$ cat config.mk
export PLATFORM = sky130hd
export DESIGN_NAME = uart_tx_arbiter
export DESIGN_NICKNAME = d
export VERILOG_FILES = /design/src/rtl/uart_tx_arbiter.sv
export SDC_FILE = /design/constraint.sdc
export NUM_CORES = 1
export LEC_CHECK = 0
export CAP_MARGIN = 20
export CELL_PAD_IN_SITES_DETAIL_PLACEMENT = 0
export CELL_PAD_IN_SITES_GLOBAL_PLACEMENT = 1
export CORE_MARGIN = 4
export CORE_UTILIZATION = 20
export CTS_CLUSTER_SIZE = 30
export DETAILED_ROUTE_END_ITERATION = 8
export GPL_TIMING_DRIVEN = 0
export PLACE_DENSITY_LB_ADDON = 0.1
export SYNTH_ARGS = -nofsm -noshare
export SYNTH_HDL_FRONTEND = slang
export SYNTH_SLANG_ARGS = --single-unit
$ cat constraint.sdc
create_clock -name clk_i -period 4.54 [get_ports clk_i]
set_clock_uncertainty 0.1 [all_clocks]
set_input_delay 0.908 -clock clk_i [delete_from_list [all_inputs] [get_ports clk_i]]
set_output_delay 0.908 -clock clk_i [all_outputs]
set_load 0.03 [all_outputs]
$ cat src/rtl/uart_tx_arbiter.sv
// uart_tx_arbiter
//
// Shares one memory-mapped UART transmitter between NumReq byte-stream
// requesters. Each accepted byte is sent as: poll status register until the
// TX FIFO is not full, then write the byte to the TX register. Arbitration is
// round-robin per line: once a requester sends a byte it owns the UART until
// it sends NewlineChar, so lines from different requesters never interleave.
//
// Optional build macro: UART_TX_ARB_LOCK_TIMEOUT_EN
//   When defined, a lock whose owner stays idle for LockTimeout cycles is
//   released so the other requesters can continue.
//
// Handshake: req_valid_i[i]/req_ready_o[i] follow valid/ready semantics where
//   ready is a one-cycle acceptance pulse; the byte on req_data_i is captured
//   in the cycle ready is high. Valid may be dropped before ready.
//
// Ports:
//   clk_i, rst_ni         clock, asynchronous active-low reset
//   req_valid_i[NumReq]   requester i has a byte
//   req_data_i[8*NumReq]  byte of requester i at bits [8i+7:8i]
//   req_ready_o[NumReq]   byte of requester i accepted (one-cycle pulse)
//   owner_o               current or last granted requester
//   locked_o              a line lock is held
//   busy_o                FSM not in IDLE
//   device_*              bus master port to the UART (response one cycle
//                         after each request; rdata bit 0 = TX FIFO full)

module uart_tx_arbiter #(
    parameter int unsigned NumReq      = 2,
    parameter logic [31:0] UartBase    = 32'h0,
    parameter logic [7:0]  NewlineChar = 8'h0A,
    parameter int unsigned LockTimeout = 1024,
    localparam int unsigned OwnW       = (NumReq > 1) ? $clog2(NumReq) : 1
) (
    input  logic                  clk_i,
    input  logic                  rst_ni,
    input  logic [NumReq-1:0]     req_valid_i,
    input  logic [NumReq*8-1:0]   req_data_i,
    output logic [NumReq-1:0]     req_ready_o,
    output logic [OwnW-1:0]       owner_o,
    output logic                  locked_o,
    output logic                  busy_o,
    output logic                  device_req_o,
    output logic [31:0]           device_addr_o,
    output logic                  device_we_o,
    output logic [3:0]            device_be_o,
    output logic [31:0]           device_wdata_o,
    input  logic                  device_rvalid_i,
    input  logic [31:0]           device_rdata_i
);

    typedef enum logic [2:0] {
        S_IDLE,
        S_POLL,
        S_WAIT_STATUS,
        S_WRITE,
        S_WAIT_ACK
    } state_e;

    state_e          state_q, state_d;
    logic [7:0]      byte_q;
    logic [OwnW-1:0] owner_q;
    logic [OwnW-1:0] last_q;
    logic            lock_q;

    logic [OwnW-1:0] win_idx;
    logic [OwnW-1:0] cand;
    logic            win_found;
    logic            grant;
    logic            timeout_hit;
    logic [7:0]      req_bytes [NumReq];

    for (genvar g = 0; g < NumReq; g++) begin : g_bytes
        assign req_bytes[g] = req_data_i[8*g +: 8];
    end

    // Round-robin search starting after last_q. last_q only moves when a
    // line completes, so a requester that keeps its lock cannot starve others
    // beyond one line.
    always_comb begin : arbitrate
        win_found = 1'b0;
        win_idx   = '0;
        cand      = last_q;
        if (lock_q) begin
            win_found = req_valid_i[owner_q];
            win_idx   = owner_q;
        end else begin
            for (int unsigned k = 0; k < NumReq; k++) begin
                cand = (cand == OwnW'(NumReq - 1)) ? '0 : cand + OwnW'(1);
                if (!win_found && req_valid_i[cand]) begin
                    win_found = 1'b1;
                    win_idx   = cand;
                end
            end
        end
    end

    // Grant is gated by rst_ni so no acceptance pulse escapes during reset.
    assign grant = rst_ni && (state_q == S_IDLE) && win_found;

    always_comb begin : fsm
        state_d        = state_q;
        req_ready_o    = '0;
        device_req_o   = 1'b0;
        device_we_o    = 1'b0;
        device_addr_o  = '0;
        device_be_o    = '0;
        device_wdata_o = '0;
        unique case (state_q)
            S_IDLE: begin
                if (grant) begin
                    req_ready_o[win_idx] = 1'b1;
                    state_d              = S_POLL;
                end
            end
            S_POLL: begin
                device_req_o  = 1'b1;
                device_addr_o = UartBase + 32'd4;
                device_be_o   = 4'b0001;
                state_d       = S_WAIT_STATUS;
            end
            S_WAIT_STATUS: begin
                if (device_rvalid_i) begin
                    state_d = device_rdata_i[0] ? S_POLL : S_WRITE;
                end
            end
            S_WRITE: begin
                device_req_o   = 1'b1;
                device_we_o    = 1'b1;
                device_addr_o  = UartBase;
                device_be_o    = 4'b0001;
                device_wdata_o = {24'b0, byte_q};
                state_d        = S_WAIT_ACK;
            end
            S_WAIT_ACK: begin
                if (device_rvalid_i) begin
                    state_d = S_IDLE;
                end
            end
            default: state_d = S_IDLE;
        endcase
    end

    always_ff @(posedge clk_i or negedge rst_ni) begin
        if (!rst_ni) begin
            state_q <= S_IDLE;
            byte_q  <= '0;
            owner_q <= '0;
            lock_q  <= 1'b0;
            last_q  <= OwnW'(NumReq - 1);
        end else begin
            state_q <= state_d;
            if (grant) begin
                byte_q  <= req_bytes[win_idx];
                owner_q <= win_idx;
            end
            if ((state_q == S_WAIT_ACK) && device_rvalid_i) begin
                if (byte_q == NewlineChar) begin
                    lock_q <= 1'b0;
                    last_q <= owner_q;
                end else begin
                    lock_q <= 1'b1;
                end
            end else if (timeout_hit) begin
                lock_q <= 1'b0;
                last_q <= owner_q;
            end
        end
    end

`ifdef UART_TX_ARB_LOCK_TIMEOUT_EN
    localparam int unsigned CntW = $clog2(LockTimeout + 1);

    logic [CntW-1:0] idle_cnt_q;
    logic            stall;

    // The unlock fires on the edge where the count reaches LockTimeout, so
    // arbitration resumes in the very next IDLE cycle.
    assign stall       = (state_q == S_IDLE) && lock_q && !req_valid_i[owner_q];
    assign timeout_hit = stall && (idle_cnt_q == CntW'(LockTimeout - 1));

    always_ff @(posedge clk_i or negedge rst_ni) begin
        if (!rst_ni) begin
            idle_cnt_q <= '0;
        end else if (!stall || timeout_hit) begin
            idle_cnt_q <= '0;
        end else begin
            idle_cnt_q <= idle_cnt_q + CntW'(1);
        end
    end
`else
    localparam int unsigned UnusedLockTimeout = LockTimeout;
    assign timeout_hit = 1'b0;
`endif

    // Only the FIFO-full flag of the status word carries meaning.
    logic unused_rdata;
    assign unused_rdata = ^device_rdata_i[31:1];

    assign owner_o  = owner_q;
    assign locked_o = lock_q;
    assign busy_o   = (state_q != S_IDLE);

endmodule

# Yosys cells after proc, flatten, opt, wreduce, memory -nomap -nowiden
# Cells that the tools add are included.
[word_totals]
ff_bits = 14
inputBits = 53
output_inout_bits = 75
word_cells = 66
[op_classes]
n_addsub = 2
n_lt_le_gt_ge = 6
eq_ne = 8
n_mux = 33
bitwise = 1
reduce_logical = 11
[op_table]
columns = ["op", "count"]
rows = [
  ["$mux W8", 4],
  ["$mux W1", 20],
  ["$pmux W3 S5", 1],
  ["$mux W3", 4],
  ["$eq A8 B4 Y1 const B", 1],
  ["$lt A1 B2 Y1 const B", 4],
  ["$eq A3 B2 Y1 const B", 2],
  ["$mux W2", 3],
  ["$ne A2 B2 Y1 const B", 3],
  ["$logic_and A1 B1 Y1", 5],
  ["$eq A3 B1 Y1 const B", 1],
  ["$eq A3 B3 Y1 const B", 1],
  ["$logic_not A3 Y1", 1],
  ["$reduce_and A3 Y1", 1],
  ["$reduce_bool A3 Y1", 1],
  ["$add A1 B1 Y1 const B", 2],
  ["$ge A2 B2 Y1 const B", 1],
  ["$not A1 Y2", 1],
  ["$reduce_and A2 Y1", 1],
  ["$reduce_or A2 Y1", 1],
  ["$demux W1 S1", 1],
  ["$ge A1 B1 Y1 const B", 1],
  ["$logic_not A1 Y1", 1],
]

# Longest topological paths before layout
# Gate-level depths: netlist of the first run.
[depth]
word_depth = 16
mapped_depth = 5
depth_no_buf = 4

# Least setup slack after synthesis of the first run
# OpenSTA, ideal clock, no wires.
[synth_timing]
path_kind = "input port to output port"
start = "input req_valid_i[0]"
end = "output req_ready_o[1]"
arrival_ns = 2.003
required_ns = 3.532
setup_slack_ns = 1.529
path_stages = 4
n_path_buf = 1
path_cell_list = "a21boi_0 o2111ai_2 buf_6 nor2_1"
[synth_between]
elab_chain_cells = 14
word_cells_on_any_way = 23
classes_between = "order compare (2); mux (17); reduce/logical (4)"
[synth_lines]
columns = ["item", "line", "text"]
rows = [
  ["start: declaration", "37", "input logic [NumReq-1:0] req_valid_i,"],
  ["$mux W1 (implied by the code) (2 in a row)", "90", "if (!win_found && req_valid_i[cand]) begin"],
  ["$mux W1", "90", ""],
  ["$mux W1", "84", "if (lock_q) begin"],
  ["$logic_not A1 Y1", "90", ""],
  ["$logic_and A1 B1 Y1", "90", ""],
  ["$mux W1", "90", ""],
  ["$mux W1", "84", ""],
  ["$lt A1 B2 Y1 (implied by the code) or $ge A1 B1 Y1 (tied branches)", "112", "req_ready_o[win_idx] = 1'b1;"],
  ["$logic_and A1 B1 Y1 (implied by the code)", "112", ""],
  ["$mux W1 (implied by the code)", "112", ""],
  ["$demux W1 S1", "112", ""],
  ["$mux W2 (*)", "111", "if (grant) begin"],
  ["$mux W2 (*)", "109", "unique case (state_q)"],
  ["end: declaration", "39", "output logic [NumReq-1:0] req_ready_o,"],
]
# Mark *: on every way between the ends. The rest lies on a longest branch, timed or not. The select of a mux whose other input is x is not followed.

# Worst setup path after layout of the first run
[layout_timing]
start = "input req_valid_i[0]"
end = "output req_ready_o[0]"
# Same word-level chain as after synthesis.

==> results of run 1 <==
==> power by group through the flow <==
stage | Combinational [mW] | Sequential [mW] | Clock (mW)
floorplan | 0.375 | 0.237 | 0
global placement | 0.549 | 0.238 | 0
detailed placement | 0.549 | 0.236 | 0
CTS | 0.549 | 0.234 | 0.112
global route | 0.590 | 0.247 | 0.115
finish | 0.542 | 0.234 | 0.105
==> registers in the layout, indices dropped and copies added (netlist names) <==
name	count
locked_o	1
byte_q	8
last_q	1
state_q	3
owner_o	1
==> cell type report <==
type	instances	area [µm²]
fillers	654	3980
multi-input cells	118	609
clock buffers	4	45.0
repair buffers	38	383
flip-flops and latches	14	352
well taps	75	93.8
inverters	5	18.8
plain buffers	63	473
==> kinds of logic (layout without fill, tap and decap cells) <==
group | Yosys count | in the layout | share of synthesized area, %
buffers and inverters | 68 | 110 | 39.7
and+or+nand+nor | 32 | 32 | 14.1
AOI/OAI and AO/OA | 20 | 20 | 11.0
DFF | 14 | 14 | 28.4
muxes | 8 | 8 | 6.46
other | 1 | 58 | 0.303
==> through the flow <==
stage	instance area, µm²	cells	TNS, ns	power, mW
after floorplan	1450	200	0	0.612
after global placement	1930	313	-0.0789	0.786
after detailed placement	1930	313	0	0.785
after CTS	1970	317	0	0.895
after global routing	1970	317	0	0.952
final	1970	317	0	0.881
==> worst paths after layout <==
| kind | from | end | slack (ns) | cells past startpoint |
|---|---|---|---|---|
| setup / recovery | req_valid_i[0] | req_ready_o[0] | 0.42 | 5 |
| hold / removal | last_q | last_q | 0.39 | 2 |
| setup reg to reg | state_q[2] | byte_q[4] | 2.72 | 5 |
| hold reg to reg | last_q | last_q | 0.39 | 2 |
| max in group asynchronous | rst_ni | state_q[2] | 3.27 | 1 |
| min in group asynchronous | rst_ni | byte_q[6] | 0.61 | 1 |
==> critical path: stages <==
cell	delay, ns
sky130_fd_sc_hd__clkdlybuf4s50_1	0.50
sky130_fd_sc_hd__a21boi_0	0.29
sky130_fd_sc_hd__o2111ai_2	0.34
sky130_fd_sc_hd__a221oi_2	0.34
sky130_fd_sc_hd__clkdlybuf4s50_1	0.73
==> layout by cell type (no fill, tap or decap), drive strengths merged, types with 3 or more instances in the layout <==
| cell type | synthesis | layout |
|---|---|---|
| a21oi | 3 | 3 |
| and3 | 8 | 8 |
| buf | 61 | 61 |
| clkbuf | 2 | 6 |
| clkdlybuf4s50 | 0 | 37 |
| conb | 1 | 58 |
| dfrtp | 13 | 13 |
| inv | 5 | 5 |
| mux2i | 8 | 8 |
| nand2 | 11 | 11 |
| nor2 | 3 | 3 |
| o21ai | 9 | 9 |
==> metal layers <==
layer	GRT usage (%)	part of all wire (%)
met3	2.76	7.7
met2	13.3	49
met5	0	0
met1	9.67	43
met4	2.12	1.1
==> impl_metrics.py, run 1 <==
metrics = {
    "outcome": {
        "outcome": "finished, final reports clean",
    },
    "drt": {
        "drt-wirelength-per-cell_um": 9.57,
        "vias": 1043,
        "detailedRoute.firstIterationViolations": 24,
        "routed_via_density": 3.29,
        "drc": 0,
        "count_of_nets_left_with_antenna_violations_after_detail_routing": 0,
        "drt_pre_antenna_iters": 5,
        "drt_wl_total_um": 3040,
    },
    "clock_network": {
        "post_cts_buffers": 0,
        "htree_num_levels": 1,
        "cts_buffers": 3,
        "tritoncts_num_sinks": 14,
        "cts_resized": 0,
        "cts_root_buffer": "sky130_fd_sc_hd__clkbuf_8",
        "clk_pin_slew_ns": 0.06,
        "tritoncts_clock_tree": "done",
        "cts.path.max_buffers": 2,
        "postCtsHoldBufs": 0,
        "clock_latency_ns": 0.24,
    },
    "floorplan": {
        "die_width_um": 86.7,
        "fp-row-count": 28,
        "placeableCoreArea_mm2": 0.00596,
        "die_y_um": 86.7,
        "pin_count": 128,
        "initial_utilization_pct": 20.8,
        "die_area_mm2": 0.00752,
    },
    "setup_path": {
        "worst_setup_path_end_kind": "output pin",
        "cp_data_required_time_ns": 3.53,
        "timing.setup.critical_path_class": "input pin to output pin",
        "worstPathArrival_ns": 3.11,
        "path_max_fanout": 10,
        "startpoint_type": "input pin",
    },
    "placed_design": {
        "dpl_worst_slack_ns": 0.0116,
        "post-dp-hpwl_um": 2560,
        "finalWeightedCongestion": 0.688,
        "port_buffers": 38,
    },
    "synth": {
        "synth_area_mm2": 0.00124,
        "synth_area_leaders": "sky130_fd_sc_hd__buf_4 36%, sky130_fd_sc_hd__dfrtp_1 26%, sky130_fd_sc_hd__mux2i_1 6.5%",
        "post_synth_inst_count": 143,
        "postSynth.topFlopCell": "sky130_fd_sc_hd__dfrtp_1",
        "synth.largest_area_cell": "sky130_fd_sc_hd__buf_4",
        "synthArstFlopShare_pct": 100,
        "synth.distinct_cells": 28,
        "ys_seq_elements": 14,
        "yosysSeqAreaShare_pct": 28.4,
        "post_synth.cell_area_avg_um2": 8.66,
        "synth.cells.most_frequent": "59 x sky130_fd_sc_hd__buf_4, 13 x sky130_fd_sc_hd__dfrtp_1, 11 x sky130_fd_sc_hd__nand2_1",
        "synth_enable_flop_cells": 0,
        "synth.most_common_cell": "sky130_fd_sc_hd__buf_4",
        "post-synth-top-area-fraction_pct": 35.8,
        "yosysWarningCount": 0,
    },
    "timing": {
        "final_min_period_over_clock_period_pct": 90.8,
        "finalMaxSlewViolations": 0,
        "holdWs_ns": 0.389,
        "hold_viol": 0,
        "postLayoutSetupSlackWorst_ns": 0.420,
        "period_needed_ns": 4.12,
        "rsz_0062_raised_after_global_routing": "no",
        "max_freq_ghz": 0.243,
        "final-setup-viol-count": 0,
        "worst_slew_margin_rel_pct": 51.2,
        "slew_at_the_pin_with_the_worst_max_slew_slack_ns": 0.730,
    },
    "run": {
        "max_capacitance_violation_count": 0,
    },
    "layout": {
        "antennaDiodeCount": 0,
        "drive_gt1_share_pct": 28.1,
        "area_growth_pct": 59.4,
        "design.final.nets": 296,
        "layout.core_utilization_pct": 33.2,
    },
    "power": {
        "cellLeakagePower_nw": 1.09,
        "worst_ir_drop_vdd_v": 0.000264,
        "swShare_pct": 46.4,
        "pwr-share-seq_pct": 26.6,
        "clock_power_share_pct": 11.9,
        "p_int_mw": 0.472,
        "p_sw_mw": 0.409,
        "combinationalPowerShare_pct": 61.5,
        "power.density_mw_per_mm2": 446,
    },
    "grt": {
        "vias_in_the_first_global_route": 978,
        "global_route_wire_length_before_repair_um": 4690,
        "maximum_number_of_pins_on_one_net_before_global_route_repair": 17,
        "grt_overflow": 0,
        "grt_usage_pct": 7.94,
        "antenna_found_initial": 0,
    },
    "hold_path": {
        "hold_path_class": "register to register",
    },
}
Note: power is estimated with default switching activity, not from simulation.
==> run 2: changes to the inputs <==
--- a/config.mk
+++ b/config.mk
@@ -9,7 +9,7 @@
 export CELL_PAD_IN_SITES_DETAIL_PLACEMENT = 0
 export CELL_PAD_IN_SITES_GLOBAL_PLACEMENT = 1
 export CORE_MARGIN = 4
-export CORE_UTILIZATION = 20
+export CORE_UTILIZATION = 19
 export CTS_CLUSTER_SIZE = 30
 export DETAILED_ROUTE_END_ITERATION = 8
 export GPL_TIMING_DRIVEN = 0
@@ -17,3 +17,4 @@
 export SYNTH_ARGS = -nofsm -noshare
 export SYNTH_HDL_FRONTEND = slang
 export SYNTH_SLANG_ARGS = --single-unit
+export TNS_END_PERCENT = 5
==> constraint.sdc (replaced) <==
create_clock -name clk_i -period 3.95 [get_ports clk_i]
set_clock_uncertainty 0.1 [all_clocks]
set_input_delay 0.79 -clock clk_i [delete_from_list [all_inputs] [get_ports clk_i]]
set_output_delay 0.79 -clock clk_i [all_outputs]
set_load 0.03 [all_outputs]
==> impl_metrics.py, run 2 (synthesis gave the netlist of run 1 again) <==
metrics = {
    "layout": {
        "multi_input_comb_area_um2": 621,
        "fillerInstances": 651,
        "mostFrequentLayoutCell": "sky130_fd_sc_hd__buf_4",
        "max_flop_register": "byte_q",
        "design.final.nets": 296,
        "drive_gt1_share_pct": 28.9,
        "antennaDiodeCount": 0,
        "instances_no_fill": 319,
        "finish.instance_area_mm2": 0.00200,
        "top_regs": "byte_q: 8 flops, state_q: 3 flops",
        "seqCellArea_um2": 352,
        "largest_register_ff_count": 8,
        "area_growth_pct": 61.4,
        "layout.cells.most_common_list": "59 x sky130_fd_sc_hd__buf_4, 58 x sky130_fd_sc_hd__conb_1, 36 x sky130_fd_sc_hd__clkdlybuf4s50_1, 13 x sky130_fd_sc_hd__dfrtp_1, 11 x sky130_fd_sc_hd__nand2_1",
    },
    "power": {
        "pwr-share-seq_pct": 25.8,
        "p_int_mw": 0.562,
        "p_sw_mw": 0.477,
        "combinationalPowerShare_pct": 60.5,
        "worst_ir_drop_vdd_v": 0.000333,
        "power.density_mw_per_mm2": 520,
        "cellLeakagePower_nw": 1.10,
        "clock_power_share_pct": 13.8,
        "design_power_total_mw": 1.04,
        "swShare_pct": 45.9,
    },
    "setup_path": {
        "critical-path-top-delay-family": "buffers and inverters",
        "r2r_slack_ns": 2.20,
        "path_common_cell": "sky130_fd_sc_hd__clkdlybuf4s50_1",
        "worst_setup_path_end_kind": "output pin",
        "path_max_fanout": 10,
        "cp_data_required_time_ns": 3.06,
        "timing.setup.critical_path_class": "input pin to output pin",
        "timing.critical_path.cells": "clkdlybuf4s50_1 > a21boi_0 > o2111ai_4 > buf_6 > nor2_1 > clkdlybuf4s50_1",
        "worstPathArrival_ns": 2.92,
        "startpoint_type": "input pin",
        "crit_path_max_cell_delay_ns": 0.68,
        "crit_path_top_delay_cell": "sky130_fd_sc_hd__clkdlybuf4s50_1",
        "critical_path_buf_inv_count": 3,
    },
    "clock_network": {
        "cts.path.max_buffers": 2,
        "tritoncts_num_sinks": 14,
        "htree_num_levels": 1,
        "postCtsHoldBufs": 0,
        "clk_pin_slew_ns": 0.06,
        "cts_root_buffer": "sky130_fd_sc_hd__clkbuf_8",
        "clock_latency_ns": 0.24,
        "tritoncts_clock_tree": "done",
        "cts_buffers": 3,
    },
    "floorplan": {
        "die_width_um": 88.7,
        "pin_count": 128,
        "fp-row-count": 29,
        "initial_utilization_pct": 19.5,
        "die_area_mm2": 0.00787,
        "die_y_um": 88.7,
        "placeableCoreArea_mm2": 0.00635,
    },
    "drt": {
        "drt_wl_total_um": 3090,
        "drc": 0,
        "drt-wirelength-per-cell_um": 9.69,
        "routed_via_density": 3.32,
        "drt_pre_antenna_iters": 3,
        "detailedRoute.firstIterationViolations": 23,
        "count_of_nets_left_with_antenna_violations_after_detail_routing": 0,
        "vias": 1059,
    },
    "timing": {
        "period_needed_ns": 3.81,
        "final-setup-viol-count": 0,
        "max_freq_ghz": 0.262,
        "holdWs_ns": 0.381,
        "final_min_period_over_clock_period_pct": 96.6,
        "postLayoutSetupSlackWorst_ns": 0.136,
        "hold_viol": 0,
        "finalMaxSlewViolations": 0,
        "rsz_0062_raised_after_global_routing": "no",
    },
    "placed_design": {
        "port_buffers": 38,
        "post-dp-hpwl_um": 2640,
        "finalWeightedCongestion": 0.639,
        "dpl_worst_slack_ns": -0.341,
        "place_inst": 315,
        "placed_area_mm2": 0.00193,
    },
    "grt": {
        "maximum_number_of_pins_on_one_net_before_global_route_repair": 17,
        "vias_in_the_first_global_route": 1026,
        "grt_usage_pct": 7.50,
        "global_route_wire_length_before_repair_um": 4720,
        "antenna_found_initial": 0,
        "grt_overflow": 0,
    },
    "outcome": {
        "outcome": "finished, final reports clean",
    },
    "hold_path": {
        "hold_path_class": "register to register",
    },
    "run": {
        "max_capacitance_violation_count": 0,
    },
}
==> run 2: through the flow <==
step / TNS (ns) / util (%)
3_5_place_dp: -0.659 / 30.4
6_report: 0 / 31.5
5_1_grt: 0 / 31.5
4_1_cts: 0 / 31.3
2_1_floorplan: 0 / -
3_3_place_gp: -0.683 / 30.4
==> run 2: worst paths after layout <==
path                                 from             end  depth (start not counted)
max                        req_valid_i[0]  req_ready_o[1]                          6
min                                last_q          last_q                          2
max reg2reg                    state_q[2]       byte_q[7]                          5
min reg2reg                        last_q          last_q                          2
max in group asynchronous          rst_ni          last_q                          1
min in group asynchronous          rst_ni      state_q[1]                          1
==> run 2: layer usage <==
metal	global-route usage, %	part of all wire [%]	vias to the layer above
li1	-	-	556
met2	13.0	47	59
met5	0	0	-
met1	9.16	41	444
met4	0.824	0	0
met3	2.70	12	0
==> run 2: tightest hold or removal path, delay by kind of cell (launching register included) <==
kind            cells  cell delay [ns]
compound gates      1             0.06
flops               1             0.37
simple gates        1             0.04
==> run 2: area by class of cell <==
class / count / share of cell area (%)
flip-flops and latches: 14 / 17.6
inverters: 5 / 0.939
plain buffers: 63 / 23.7
repair buffers: 38 / 19.2
multi-input cells: 118 / 31.0
clock buffers: 4 / 2.75
well taps: 77 / 4.82
==> run 2: power by group through the flow <==
stage               clock network [mW]  registers, mW  logic [mW]
finish                           0.143          0.268       0.628
detailed placement                   0          0.271       0.634
floorplan                            0          0.273       0.431
CTS                              0.147          0.269       0.634
global route                     0.158          0.279       0.690
global placement                     0          0.272       0.632
==> run 2: timing repair <==
item | CTS | global route
buffers inserted | 0 | 0
setup endpoints to repair | 2 | 2
hold endpoints to repair | 0 | 0
resized for setup | 3 | 2
==> run 3: changes to the inputs <==
--- a/config.mk
+++ b/config.mk
@@ -8,6 +8,7 @@
 export CAP_MARGIN = 20
 export CELL_PAD_IN_SITES_DETAIL_PLACEMENT = 0
 export CELL_PAD_IN_SITES_GLOBAL_PLACEMENT = 1
+export CORE_ASPECT_RATIO = 0.6
 export CORE_MARGIN = 4
 export CORE_UTILIZATION = 19
 export CTS_CLUSTER_SIZE = 30
==> impl_metrics.py, run 3 (synthesis gave the netlist of run 1 again) <==
metrics = {
    "timing": {
        "fin_tns_setup_ns": 0,
        "hold_viol": 0,
        "holdWs_ns": 0.386,
        "max_freq_ghz": 0.265,
        "final_min_period_over_clock_period_pct": 95.6,
        "final-setup-viol-count": 0,
        "rsz_0062_raised_after_global_routing": "no",
        "postLayoutSetupSlackWorst_ns": 0.173,
        "period_needed_ns": 3.78,
        "finalMaxSlewViolations": 0,
    },
    "layout": {
        "mostFrequentLayoutCell": "sky130_fd_sc_hd__buf_4",
        "design.final.nets": 296,
        "antennaDiodeCount": 0,
        "layout.cells.most_common_list": "59 x sky130_fd_sc_hd__buf_4, 58 x sky130_fd_sc_hd__conb_1, 37 x sky130_fd_sc_hd__clkdlybuf4s50_1, 13 x sky130_fd_sc_hd__dfrtp_1, 11 x sky130_fd_sc_hd__nand2_1",
        "max_flop_register": "byte_q",
        "finish.instance_area_mm2": 0.00201,
        "drive_gt1_share_pct": 28.9,
        "top_regs": "byte_q: 8 flops, state_q: 3 flops",
        "area_growth_pct": 61.9,
        "largest_register_ff_count": 8,
    },
    "clock_network": {
        "post_cts_buffers": 0,
        "postCtsHoldBufs": 0,
        "clk_pin_slew_ns": 0.06,
        "cts_root_buffer": "sky130_fd_sc_hd__clkbuf_8",
        "tritoncts_num_sinks": 14,
        "cts_resized": 3,
        "tritoncts_clock_tree": "done",
        "cts_buffers": 3,
        "clock_latency_ns": 0.24,
        "htree_num_levels": 1,
        "cts.path.max_buffers": 2,
    },
    "hold_path": {
        "hold_path_class": "register to register",
    },
    "placed_design": {
        "dpl_worst_slack_ns": -0.365,
        "port_buffers": 38,
        "finalWeightedCongestion": 0.723,
        "placed_area_mm2": 0.00194,
        "post-dp-hpwl_um": 2690,
    },
    "grt": {
        "antenna_found_initial": 0,
        "global_route_wire_length_before_repair_um": 5090,
        "grt_overflow": 0,
        "grt_usage_pct": 7.95,
        "maximum_number_of_pins_on_one_net_before_global_route_repair": 17,
        "vias_in_the_first_global_route": 1027,
    },
    "setup_path": {
        "crit_path_max_cell_delay_ns": 0.69,
        "timing.critical_path.cells": "clkdlybuf4s50_1 > a21boi_1 > o2111ai_4 > buf_6 > nor2_1 > clkdlybuf4s50_1",
        "startpoint_type": "input pin",
        "cp_data_required_time_ns": 3.06,
        "timing.setup.critical_path_class": "input pin to output pin",
        "path_common_cell": "sky130_fd_sc_hd__clkdlybuf4s50_1",
        "worstPathArrival_ns": 2.89,
        "path_max_fanout": 10,
        "worst_setup_path_end_kind": "output pin",
        "crit_path_top_delay_cell": "sky130_fd_sc_hd__clkdlybuf4s50_1",
    },
    "drt": {
        "drt_pre_antenna_iters": 2,
        "detailedRoute.firstIterationViolations": 23,
        "drt_wl_total_um": 3190,
        "vias": 1059,
        "drc": 0,
        "count_of_nets_left_with_antenna_violations_after_detail_routing": 0,
        "routed_via_density": 3.25,
        "drt-wirelength-per-cell_um": 9.79,
    },
    "outcome": {
        "outcome": "finished, final reports clean",
    },
    "floorplan": {
        "die_y_um": 70.5,
        "fp-row-count": 22,
        "die_width_um": 112,
        "placeableCoreArea_mm2": 0.00622,
        "die_area_mm2": 0.00792,
        "pin_count": 128,
        "initial_utilization_pct": 19.9,
    },
    "power": {
        "clock_power_share_pct": 13.4,
        "pwr-share-seq_pct": 25.8,
        "p_int_mw": 0.562,
        "design_power_total_mw": 1.04,
        "p_sw_mw": 0.480,
        "cellLeakagePower_nw": 1.09,
        "swShare_pct": 46.1,
        "combinationalPowerShare_pct": 60.8,
        "power.density_mw_per_mm2": 520,
        "worst_ir_drop_vdd_v": 0.000231,
    },
    "run": {
        "max_capacitance_violation_count": 0,
    },
}
## run 3: area by class of cell
class                           instances  area [µm²]
Tap cell                               84         105
Timing Repair Buffer                   38         382
Sequential cell                        14         352
Buffer                                 63         473
Fill cell                             657        4220
Inverter                                5        18.8
Multi-Input combinational cell        118         621
Clock buffer                            4        55.1
## run 3: power groups by stage
stage               logic (mW)  clock network (mW)  registers, mW
floorplan                0.431                   0          0.273
global placement         0.634                   0          0.272
detailed placement       0.633                   0          0.271
CTS                      0.634               0.146          0.269
global route             0.699               0.154          0.284
finish                   0.634               0.140          0.269
## run 3: per-stage QoR
step                      cells  utilization (%)
after floorplan             200                -
after global placement      322             31.2
after detailed placement    322             31.2
after CTS                   326             32.1
after global routing        326             32.2
final                       326             32.2
## run 3: final timing paths
path,to,startpoint,cells past startpoint,slack (ns)
setup reg to reg,byte_q[7],state_q[2],5,2.23
min in group asynchronous,state_q[1],rst_ni,1,0.47
hold reg to reg,last_q,last_q,2,0.39
setup / recovery,req_ready_o[1],req_valid_i[0],6,0.17
hold / removal,last_q,last_q,2,0.39
max in group asynchronous,last_q,rst_ni,1,2.93
## run 3: per-layer routing
metal | share of wire [%] | global-route usage (%) | vias to the layer above
li1 | - | - | 556
met1 | 50 | 11.2 | 447
met2 | 40 | 11.4 | 54
met3 | 10 | 3.85 | 2
met4 | 0.19 | 0.800 | 0
met5 | 0 | 0 | -
## run 3: worst max-delay path, delay by kind of cell
family | cells | cell delay (ns)
AO/OA/AOI/OAI | 2 | 0.55
AND/OR/NAND/NOR | 1 | 0.11
buffers and inverters | 3 | 1.42
